`src/rtl/pattern_seq_pkg.sv`:
```
// pattern_seq_pkg: shared types for the pattern sequencer.
// Holds the pattern codes, the AUTO/MANUAL state type and the pattern-select width.
package pattern_seq_pkg;

  // Width of pattern_sel; covers up to eight patterns.
  localparam int unsigned PatSelWidth = 3;

  typedef logic [PatSelWidth-1:0] pat_sel_t;

  // Pattern codes as seen by the pattern generator.
  typedef enum logic [PatSelWidth-1:0] {
    PAT_BARS    = 3'd0,
    PAT_HRAMP   = 3'd1,
    PAT_CHECKER = 3'd2,
    PAT_GRID    = 3'd3,
    PAT_WHITE   = 3'd4,
    PAT_BLACK   = 3'd5
  } pattern_e;

  // Sequencer modes.
  typedef enum logic {
    SEQ_AUTO   = 1'b0,
    SEQ_MANUAL = 1'b1
  } seq_state_e;

  // Step to the next pattern index, wrapping from the last legal index to 0.
  function automatic pat_sel_t next_pattern(pat_sel_t cur, pat_sel_t last);
    return (cur == last) ? '0 : cur + pat_sel_t'(1);
  endfunction

endpackage

```
`src/rtl/pattern_sequencer_if.sv`:
```
// pattern_sequencer_if: vsync/button inputs and pattern/LED outputs of the sequencer.
// master = the sequencer itself, slave = the display side that supplies vsync and buttons.
interface pattern_sequencer_if;
  import pattern_seq_pkg::*;

  logic     vsync;
  logic     btn_next;
  logic     btn_mode;
  pat_sel_t pattern_sel;
  logic     frame_start;
  logic     auto_mode;
  logic     frame_led;

  modport master (
    input  vsync,
    input  btn_next,
    input  btn_mode,
    output pattern_sel,
    output frame_start,
    output auto_mode,
    output frame_led
  );

  modport slave (
    output vsync,
    output btn_next,
    output btn_mode,
    input  pattern_sel,
    input  frame_start,
    input  auto_mode,
    input  frame_led
  );

endinterface

```
`src/rtl/btn_debounce.sv`:
```
// btn_debounce: raw pushbutton -> one-cycle press pulse on the rising edge of the
// accepted level. Contains the 2-flop synchronizer and, when PATTERN_SEQ_DEBOUNCE_EN
// is defined, a stable-level counter; otherwise the synchronized level is used as-is.
module btn_debounce #(
  parameter int unsigned DEBOUNCE_CYCLES = 60000
) (
  input  logic clk,
  input  logic reset,
  input  logic btn_i,
  output logic press_o
);

  logic sync1_q;
  logic sync2_q;
  logic level;
  logic level_prev_q;

  // Two-flop synchronizer for the asynchronous button input.
  always_ff @(posedge clk or negedge reset) begin
    if (!reset) begin
      sync1_q <= 1'b0;
      sync2_q <= 1'b0;
    end else begin
      sync1_q <= btn_i;
      sync2_q <= sync1_q;
    end
  end

`ifdef PATTERN_SEQ_DEBOUNCE_EN
  localparam int unsigned CntW = $clog2(DEBOUNCE_CYCLES + 1);
  localparam logic [CntW-1:0] CntLast = CntW'(DEBOUNCE_CYCLES - 1);

  logic [CntW-1:0] cnt_q;
  logic            level_q;

  // Accept a new level only after it has differed from the current one for
  // DEBOUNCE_CYCLES consecutive cycles; any return to the old level restarts.
  always_ff @(posedge clk or negedge reset) begin
    if (!reset) begin
      cnt_q   <= '0;
      level_q <= 1'b0;
    end else if (sync2_q == level_q) begin
      cnt_q <= '0;
    end else if (cnt_q == CntLast) begin
      cnt_q   <= '0;
      level_q <= sync2_q;
    end else begin
      cnt_q <= cnt_q + CntW'(1);
    end
  end

  assign level = level_q;
`else
  assign level = sync2_q;
`endif

  // Previous accepted level for rising-edge detection.
  always_ff @(posedge clk or negedge reset) begin
    if (!reset) begin
      level_prev_q <= 1'b0;
    end else begin
      level_prev_q <= level;
    end
  end

  // Release (falling edge) deliberately produces nothing.
  assign press_o = level & ~level_prev_q;

endmodule

```
`src/rtl/pattern_sequencer.sv`:
```
// pattern_sequencer: frame-synchronous test-pattern selector plus 1 Hz heartbeat LED.
// Pattern changes are applied only at frame start so no frame mixes two patterns.
// Build macro: PATTERN_SEQ_DEBOUNCE_EN enables button debouncing (see btn_debounce).
module pattern_sequencer
  import pattern_seq_pkg::*;
#(
  parameter int unsigned NUM_PATTERNS     = 6,
  parameter int unsigned DWELL_FRAMES     = 180,
  parameter int unsigned LED_FRAMES       = 30,
  parameter int unsigned DEBOUNCE_CYCLES  = 60000,
  parameter bit          VSYNC_ACTIVE_LOW = 1'b1
) (
  input logic                 clk,
  input logic                 reset,
  pattern_sequencer_if.master bus
);

  localparam int unsigned DwellW = $clog2(DWELL_FRAMES + 1);
  localparam int unsigned LedW   = $clog2(LED_FRAMES + 1);

  localparam logic [DwellW-1:0] DwellLast = DwellW'(DWELL_FRAMES - 1);
  localparam logic [LedW-1:0]   LedLast   = LedW'(LED_FRAMES - 1);
  localparam pat_sel_t          PatLast   = pat_sel_t'(NUM_PATTERNS - 1);

  // Frame detect.
  logic vs_d_q;
  logic vs_prev_q;
  logic vs_act;
  logic frame_hit;

  // Button presses.
  logic next_press;
  logic mode_press;

  // Sequencer state and registered outputs.
  seq_state_e        state_q;
  pat_sel_t          pattern_q;
  logic [DwellW-1:0] dwell_q;
  logic [LedW-1:0]   led_cnt_q;
  logic              led_q;
  logic              pend_q;
  logic              frame_start_q;
  logic              advance;

  // Register vsync once; vs_d resets to the idle level so release never fakes a frame.
  always_ff @(posedge clk or negedge reset) begin
    if (!reset) begin
      vs_d_q    <= VSYNC_ACTIVE_LOW;
      vs_prev_q <= 1'b0;
    end else begin
      vs_d_q    <= bus.vsync;
      vs_prev_q <= vs_act;
    end
  end

  assign vs_act    = vs_d_q ^ VSYNC_ACTIVE_LOW;
  assign frame_hit = vs_act & ~vs_prev_q;

  btn_debounce #(
    .DEBOUNCE_CYCLES (DEBOUNCE_CYCLES)
  ) u_btn_next (
    .clk     (clk),
    .reset   (reset),
    .btn_i   (bus.btn_next),
    .press_o (next_press)
  );

  btn_debounce #(
    .DEBOUNCE_CYCLES (DEBOUNCE_CYCLES)
  ) u_btn_mode (
    .clk     (clk),
    .reset   (reset),
    .btn_i   (bus.btn_mode),
    .press_o (mode_press)
  );

  // Decision uses the current (pre-toggle) state even if a mode press lands this cycle.
  assign advance = pend_q | ((state_q == SEQ_AUTO) & (dwell_q == DwellLast));

  // Sequencer FSM: frame-start advance, dwell/LED counters, pending press, mode toggle.
  always_ff @(posedge clk or negedge reset) begin
    if (!reset) begin
      state_q       <= SEQ_AUTO;
      pattern_q     <= pat_sel_t'(PAT_BARS);
      dwell_q       <= '0;
      led_cnt_q     <= '0;
      led_q         <= 1'b0;
      pend_q        <= 1'b0;
      frame_start_q <= 1'b0;
    end else begin
      frame_start_q <= frame_hit;

      if (frame_hit) begin
        if (advance) begin
          pattern_q <= next_pattern(pattern_q, PatLast);
          dwell_q   <= '0;
        end else if (state_q == SEQ_AUTO) begin
          dwell_q <= dwell_q + DwellW'(1);
        end

        if (led_cnt_q == LedLast) begin
          led_cnt_q <= '0;
          led_q     <= ~led_q;
        end else begin
          led_cnt_q <= led_cnt_q + LedW'(1);
        end
      end

      // A press on a frame-start cycle survives the clear and applies next frame.
      if (next_press) begin
        pend_q <= 1'b1;
      end else if (frame_hit && advance) begin
        pend_q <= 1'b0;
      end

      // Mode toggle is immediate; entering AUTO overrides any dwell update above.
      if (mode_press) begin
        unique case (state_q)
          SEQ_AUTO: begin
            state_q <= SEQ_MANUAL;
          end
          SEQ_MANUAL: begin
            state_q <= SEQ_AUTO;
            dwell_q <= '0;
          end
        endcase
      end
    end
  end

  assign bus.pattern_sel = pattern_q;
  assign bus.frame_start = frame_start_q;
  assign bus.auto_mode   = (state_q == SEQ_AUTO);
  assign bus.frame_led   = led_q;

endmodule

```
`src/flat_wrapper.sv`:
```
// flat-port wrapper written by rule: the top's interface ports become plain ports
module pattern_sequencer_flat import pattern_seq_pkg::*;
#(
  parameter int unsigned NUM_PATTERNS     = 6,
  parameter int unsigned DWELL_FRAMES     = 180,
  parameter int unsigned LED_FRAMES       = 30,
  parameter int unsigned DEBOUNCE_CYCLES  = 60000,
  parameter bit          VSYNC_ACTIVE_LOW = 1'b1
)
  (clk, reset, bus_vsync, bus_btn_next, bus_btn_mode, bus_pattern_sel, bus_frame_start, bus_auto_mode, bus_frame_led);
  pattern_sequencer_if bus_i ();
  input logic clk;
  input logic reset;
  input wire logic [$bits(bus_i.vsync)-1:0] bus_vsync;
  input wire logic [$bits(bus_i.btn_next)-1:0] bus_btn_next;
  input wire logic [$bits(bus_i.btn_mode)-1:0] bus_btn_mode;
  output wire logic [$bits(bus_i.pattern_sel)-1:0] bus_pattern_sel;
  output wire logic [$bits(bus_i.frame_start)-1:0] bus_frame_start;
  output wire logic [$bits(bus_i.auto_mode)-1:0] bus_auto_mode;
  output wire logic [$bits(bus_i.frame_led)-1:0] bus_frame_led;
  assign bus_i.vsync = bus_vsync;
  assign bus_i.btn_next = bus_btn_next;
  assign bus_i.btn_mode = bus_btn_mode;
  assign bus_pattern_sel = bus_i.pattern_sel;
  assign bus_frame_start = bus_i.frame_start;
  assign bus_auto_mode = bus_i.auto_mode;
  assign bus_frame_led = bus_i.frame_led;
  pattern_sequencer #(.NUM_PATTERNS(NUM_PATTERNS), .DWELL_FRAMES(DWELL_FRAMES), .LED_FRAMES(LED_FRAMES), .DEBOUNCE_CYCLES(DEBOUNCE_CYCLES), .VSYNC_ACTIVE_LOW(VSYNC_ACTIVE_LOW)) u_core (.clk(clk), .reset(reset), .bus(bus_i));
endmodule
```
`config.mk`:
```
export PLATFORM = sky130hd
export DESIGN_NAME = pattern_sequencer_flat
export DESIGN_NICKNAME = d
export VERILOG_FILES = /design/src/rtl/pattern_seq_pkg.sv /design/src/rtl/pattern_sequencer_if.sv /design/src/rtl/btn_debounce.sv /design/src/rtl/pattern_sequencer.sv /design/src/flat_wrapper.sv
export SDC_FILE = /design/constraint.sdc
export NUM_CORES = 1
export LEC_CHECK = 0
export BUFFER_PORTS_ARGS = -buffer_cell sky130_fd_sc_hd__buf_2
export CAP_MARGIN = 20
export CORE_MARGIN = 2
export CORE_UTILIZATION = 56
export CTS_CLUSTER_DIAMETER = 200
export DETAILED_ROUTE_END_ITERATION = 10
export GPL_TIMING_DRIVEN = 1
export HOLD_SLACK_MARGIN = 0.1
export MAX_ROUTING_LAYER = met4
export PLACE_DENSITY = 0.8
export SETUP_SLACK_MARGIN = 0.4
export SLEW_MARGIN = 20
export SYNTH_ARGS = -nofsm -noshare
export SYNTH_HDL_FRONTEND = slang
export SYNTH_HIERARCHICAL = 1
export SYNTH_SLANG_ARGS = --single-unit
export TNS_END_PERCENT = 50
```
`constraint.sdc`:
```
create_clock -name clk -period 1.8 [get_ports clk]
set_clock_uncertainty 0.1 [all_clocks]
set_input_delay 0.36 -clock clk [delete_from_list [all_inputs] [get_ports clk]]
set_output_delay 0.36 -clock clk [all_outputs]
set_load 0.05 [all_outputs]
```
==> load_flow_metrics.sql <==
INSERT INTO impl_metrics (metric_group, metric, value, unit) VALUES
('die', 'die-area', '2530', 'sq um'),
('hold_path', 'holdCritPathClass', 'reg2reg', ''),
('finish', 'flip_flop_count_of_the_largest_register_all_copies_and_words_added', '8', ''),
('sta', 'finalSetupTns', '0', 'ps'),
('die', 'io-pin-count', '11', ''),
('setup_path', 'longest_individual_stage_delay_on_the_worst_path', '440', 'ps'),
('finish', 'multi_input_comb_area', '494', 'sq um'),
('finish', 'area_growth_from_synthesis_to_final_layout', '20.5', '%'),
('logic_synthesis', 'yosys.area_share.simple', '18.7', '%'),
('finish', 'finish.instance_area', '1440', 'sq um'),
('global_routing', 'maximum_number_of_pins_on_one_net_before_global_route_repair', '29', ''),
('logic_synthesis', 'synth_area_leader_cell', 'sky130_fd_sc_hd__dfrtp_1', ''),
('clock_tree', 'clk_path_buf_depth', '2', ''),
('logic_synthesis', 'ys_types', '32', ''),
('clock_tree', 'worst_skew_pair.late_latency', '320', 'ps'),
('clock_tree', 'cts_inserted_buffers', '3', ''),
('clock_tree', 'clkSlewWorstSetupHoldPaths', '140', 'ps'),
('flow_run', 'maxCapViolCount', '0', ''),
('clock_tree', 'cts-htree-levels', '1', ''),
('logic_synthesis', 'synth_compound_gate_area_share', '7.31', '%'),
('logic_synthesis', 'synth.ff_latch_count', '28', ''),
('detailed_routing', 'drt-wirelength-per-cell', '13.2', 'microns'),
('setup_path', 'critPathBufInv', '0', ''),
('die', 'core_region_area', '1980', 'sq um'),
('sta', 'finalWorstPathRequiredPeriod', '1670', 'ps'),
('global_routing', 'initial_antenna_violation_count', '0', ''),
('finish', 'final-seq-area', '703', 'sq um'),
('setup_path', 'worstSetupStartpointType', 'register', ''),
('sta', 'final_max_slew_viol_count', '0', ''),
('finish', 'final_layout_size_suffix_gt1_share', '30.6', '%'),
('sta', 'max_clock_freq', '0.599', 'GHz'),
('logic_synthesis', 'synth_area_per_cell', '12.1', 'sq um'),
('global_routing', 'grt_remaining_overflow', '0', ''),
('logic_synthesis', 'syn-cell-area', '1200', 'sq um'),
('global_routing', 'global_route.usage.total', '17.7', '%'),
('sta', 'timing.final.setup_violations', '0', ''),
('run_status', 'outcome', 'finished clean', ''),
('power', 'power.density_cell_area', '1270', 'nW/um^2'),
('power', 'irDropWorstVdd', '0.884', 'mV'),
('global_routing', 'grt_first_pass_wirelength', '3200', 'microns'),
('setup_path', 'crit_fanout', '3', ''),
('setup_path', 'timing.critical_path.required', '1920', 'ps'),
('detailed_routing', 'drt-total-wl', '1950', 'microns'),
('sta', 'grt_setup_unrepaired', 'yes', ''),
('setup_path', 'crit_chain', 'nor4_4 -> a41oi_2 -> nor2_2 -> mux2_2', ''),
('finish', 'layout.cells.most_common', 'sky130_fd_sc_hd__dfrtp_1', ''),
('detailed_routing', 'drt_iter0_drc', '6', ''),
('clock_tree', 'numClockSinks', '28', ''),
('sta', 'maxSlewHeadroom', '59.6', '%'),
('logic_synthesis', 'synth_xor_xnor_area_share', '7.31', '%'),
('logic_synthesis', 'synthesis.instances', '99', ''),
('setup_path', 'crit_path_top_delay_cell', 'sky130_fd_sc_hd__dfrtp_1', ''),
('logic_synthesis', 'dominant_combinational_cell_family_by_area_after_synthesis', 'simple AND/OR/NAND/NOR gates', ''),
('die', 'die_height', '50.3', 'microns'),
('sta', 'fin_crit_sh', '92.8', '%'),
('setup_path', 'critical_path.top_delay_family', 'simple AND/OR/NAND/NOR gates', ''),
('die', 'initial_core_util', '60.5', '%'),
('finish', 'fin_nets', '130', ''),
('sta', 'number_of_failing_hold_endpoints_at_the_final_stage', '0', ''),
('global_routing', 'vias_in_the_first_global_route', '716', ''),
('finish', 'largest-register', 'u_core/dwell_q', ''),
('detailed_routing', 'via_count', '783', ''),
('setup_path', 'timing.setup.critical_path_class', 'reg2reg', ''),
('detailed_routing', 'vias_per_cell', '5.29', ''),
('clock_tree', 'tritoncts', 'yes', ''),
('setup_path', 'critPathCaptureType', 'register', ''),
('detailed_routing', 'initial_drt_pass_iterations', '4', ''),
('setup_path', 'timing.critical_path.arrival', '1790', 'ps'),
('power', 'p_leak', '0.679', 'nW'),
('logic_synthesis', 'synth_top_area_share', '56.4', '%'),
('clock_tree', 'clk_root_buffer_cell', 'sky130_fd_sc_hd__clkbuf_4', '');
## stage by stage
stage | setup slack [ps] | util, % | std cells | power [mW] | hold WS (ps)
6_report | 129 | 72.9 | 148 | 1.84 | 273
4_1_cts | 198 | 70.6 | 147 | 1.77 | 277
2_1_floorplan | 243 | - | 99 | 1.23 | -35.6
3_3_place_gp | 186 | 65.2 | 137 | 1.34 | 237
3_5_place_dp | 141 | 65.2 | 137 | 1.36 | 241
5_1_grt | 51.4 | 72.9 | 148 | 1.96 | 284
## metal layers
layer  share of wire, %  GRT usage, %  vias to the layer above
li1                   -             -                      383
met1                 46          21.6                      383
met2                 50          28.1                       15
met3                3.7          6.55                        2
met4               0.46          4.17                        0
met5                  0             -                        -
## synth_stat cells
cell type and number:
sky130_fd_sc_hd__dfstp_2 1, sky130_fd_sc_hd__and4_1 1, sky130_fd_sc_hd__a31oi_1 2, sky130_fd_sc_hd__xor2_1 7
sky130_fd_sc_hd__xnor2_1 3, sky130_fd_sc_hd__nor2_1 9, sky130_fd_sc_hd__nor3_2 1, sky130_fd_sc_hd__and3_1 2
sky130_fd_sc_hd__a41oi_2 1, sky130_fd_sc_hd__o21ai_0 7, sky130_fd_sc_hd__nor2_2 2, sky130_fd_sc_hd__and4_2 1
sky130_fd_sc_hd__nand4_1 4, sky130_fd_sc_hd__ha_1 3, sky130_fd_sc_hd__inv_1 3, sky130_fd_sc_hd__or2_1 1
sky130_fd_sc_hd__dfrtp_1 27, sky130_fd_sc_hd__and3_2 1, sky130_fd_sc_hd__mux2i_1 1, sky130_fd_sc_hd__a21o_1 2
sky130_fd_sc_hd__nor4_2 1, sky130_fd_sc_hd__nand2_1 7, sky130_fd_sc_hd__nor2b_4 2, sky130_fd_sc_hd__nand3_1 1
sky130_fd_sc_hd__or3_1 1, sky130_fd_sc_hd__nor3_1 1, sky130_fd_sc_hd__buf_2 1, sky130_fd_sc_hd__o21ai_2 1
sky130_fd_sc_hd__and2b_1 1, sky130_fd_sc_hd__and2_2 1, sky130_fd_sc_hd__mux2_2 2, sky130_fd_sc_hd__inv_8 1
## worst reg2reg max path: cells and delay by family (launching register included)
family	cells	cell delay [ps]
compound gates	1	210
mux	1	340
simple gates	2	480
flops	1	440
## power breakdown
| group | total, mW | switching (mW) | internal (mW) |
|---|---|---|---|
| combinational | 0.545 | 0.331 | 0.214 |
| clock | 0.401 | 0.175 | 0.225 |
| sequential | 0.893 | 0.142 | 0.752 |
## logic make-up (layout without fill, tap and decap cells)
group / Yosys count / count (layout)
AO/OA/AOI/OAI: 13 / 13
AND/OR/NAND/NOR: 37 / 37
flip-flops: 28 / 28
XOR/XNOR: 10 / 10
adder cells (fa/ha/maj): 3 / 3
buffers and inverters: 5 / 27
multiplexers: 3 / 3
## final timing paths
kind                                            from                         to  slack (ps)  cells after the start
min in group asynchronous                      reset        u_core/led_cnt_q[2]         450                      2
hold / removal             u_core/u_btn_mode/sync1_q    u_core/u_btn_mode/level         270                      0
setup / recovery                   u_core/dwell_q[3]  u_core/bus.pattern_sel[1]         130                      4
max in group asynchronous                      reset             u_core/state_q         710                      2
hold reg to reg            u_core/u_btn_mode/sync1_q    u_core/u_btn_mode/level         270                      0
setup reg to reg                   u_core/dwell_q[3]  u_core/bus.pattern_sel[1]         130                      4
## repair_timing
action,4_1_cts,5_1_grt
hold buffers,4,0
gates cloned,0,0
pin swaps,2,6
endpoints found under the hold margin,30,0
resized for setup,0,10
endpoints found under the setup margin,21,23
setup buffers,2,1
## area by class of cell
cell class	count	share of cell area, %
flip-flops and latches	28	48.7
multi-input cells	66	34.2
repair buffers	19	9.53
well taps	27	2.34
clock inverters	1	2.08
clock buffers	3	1.56
inverters	4	1.56
Power figures use the tool's default switching activity.
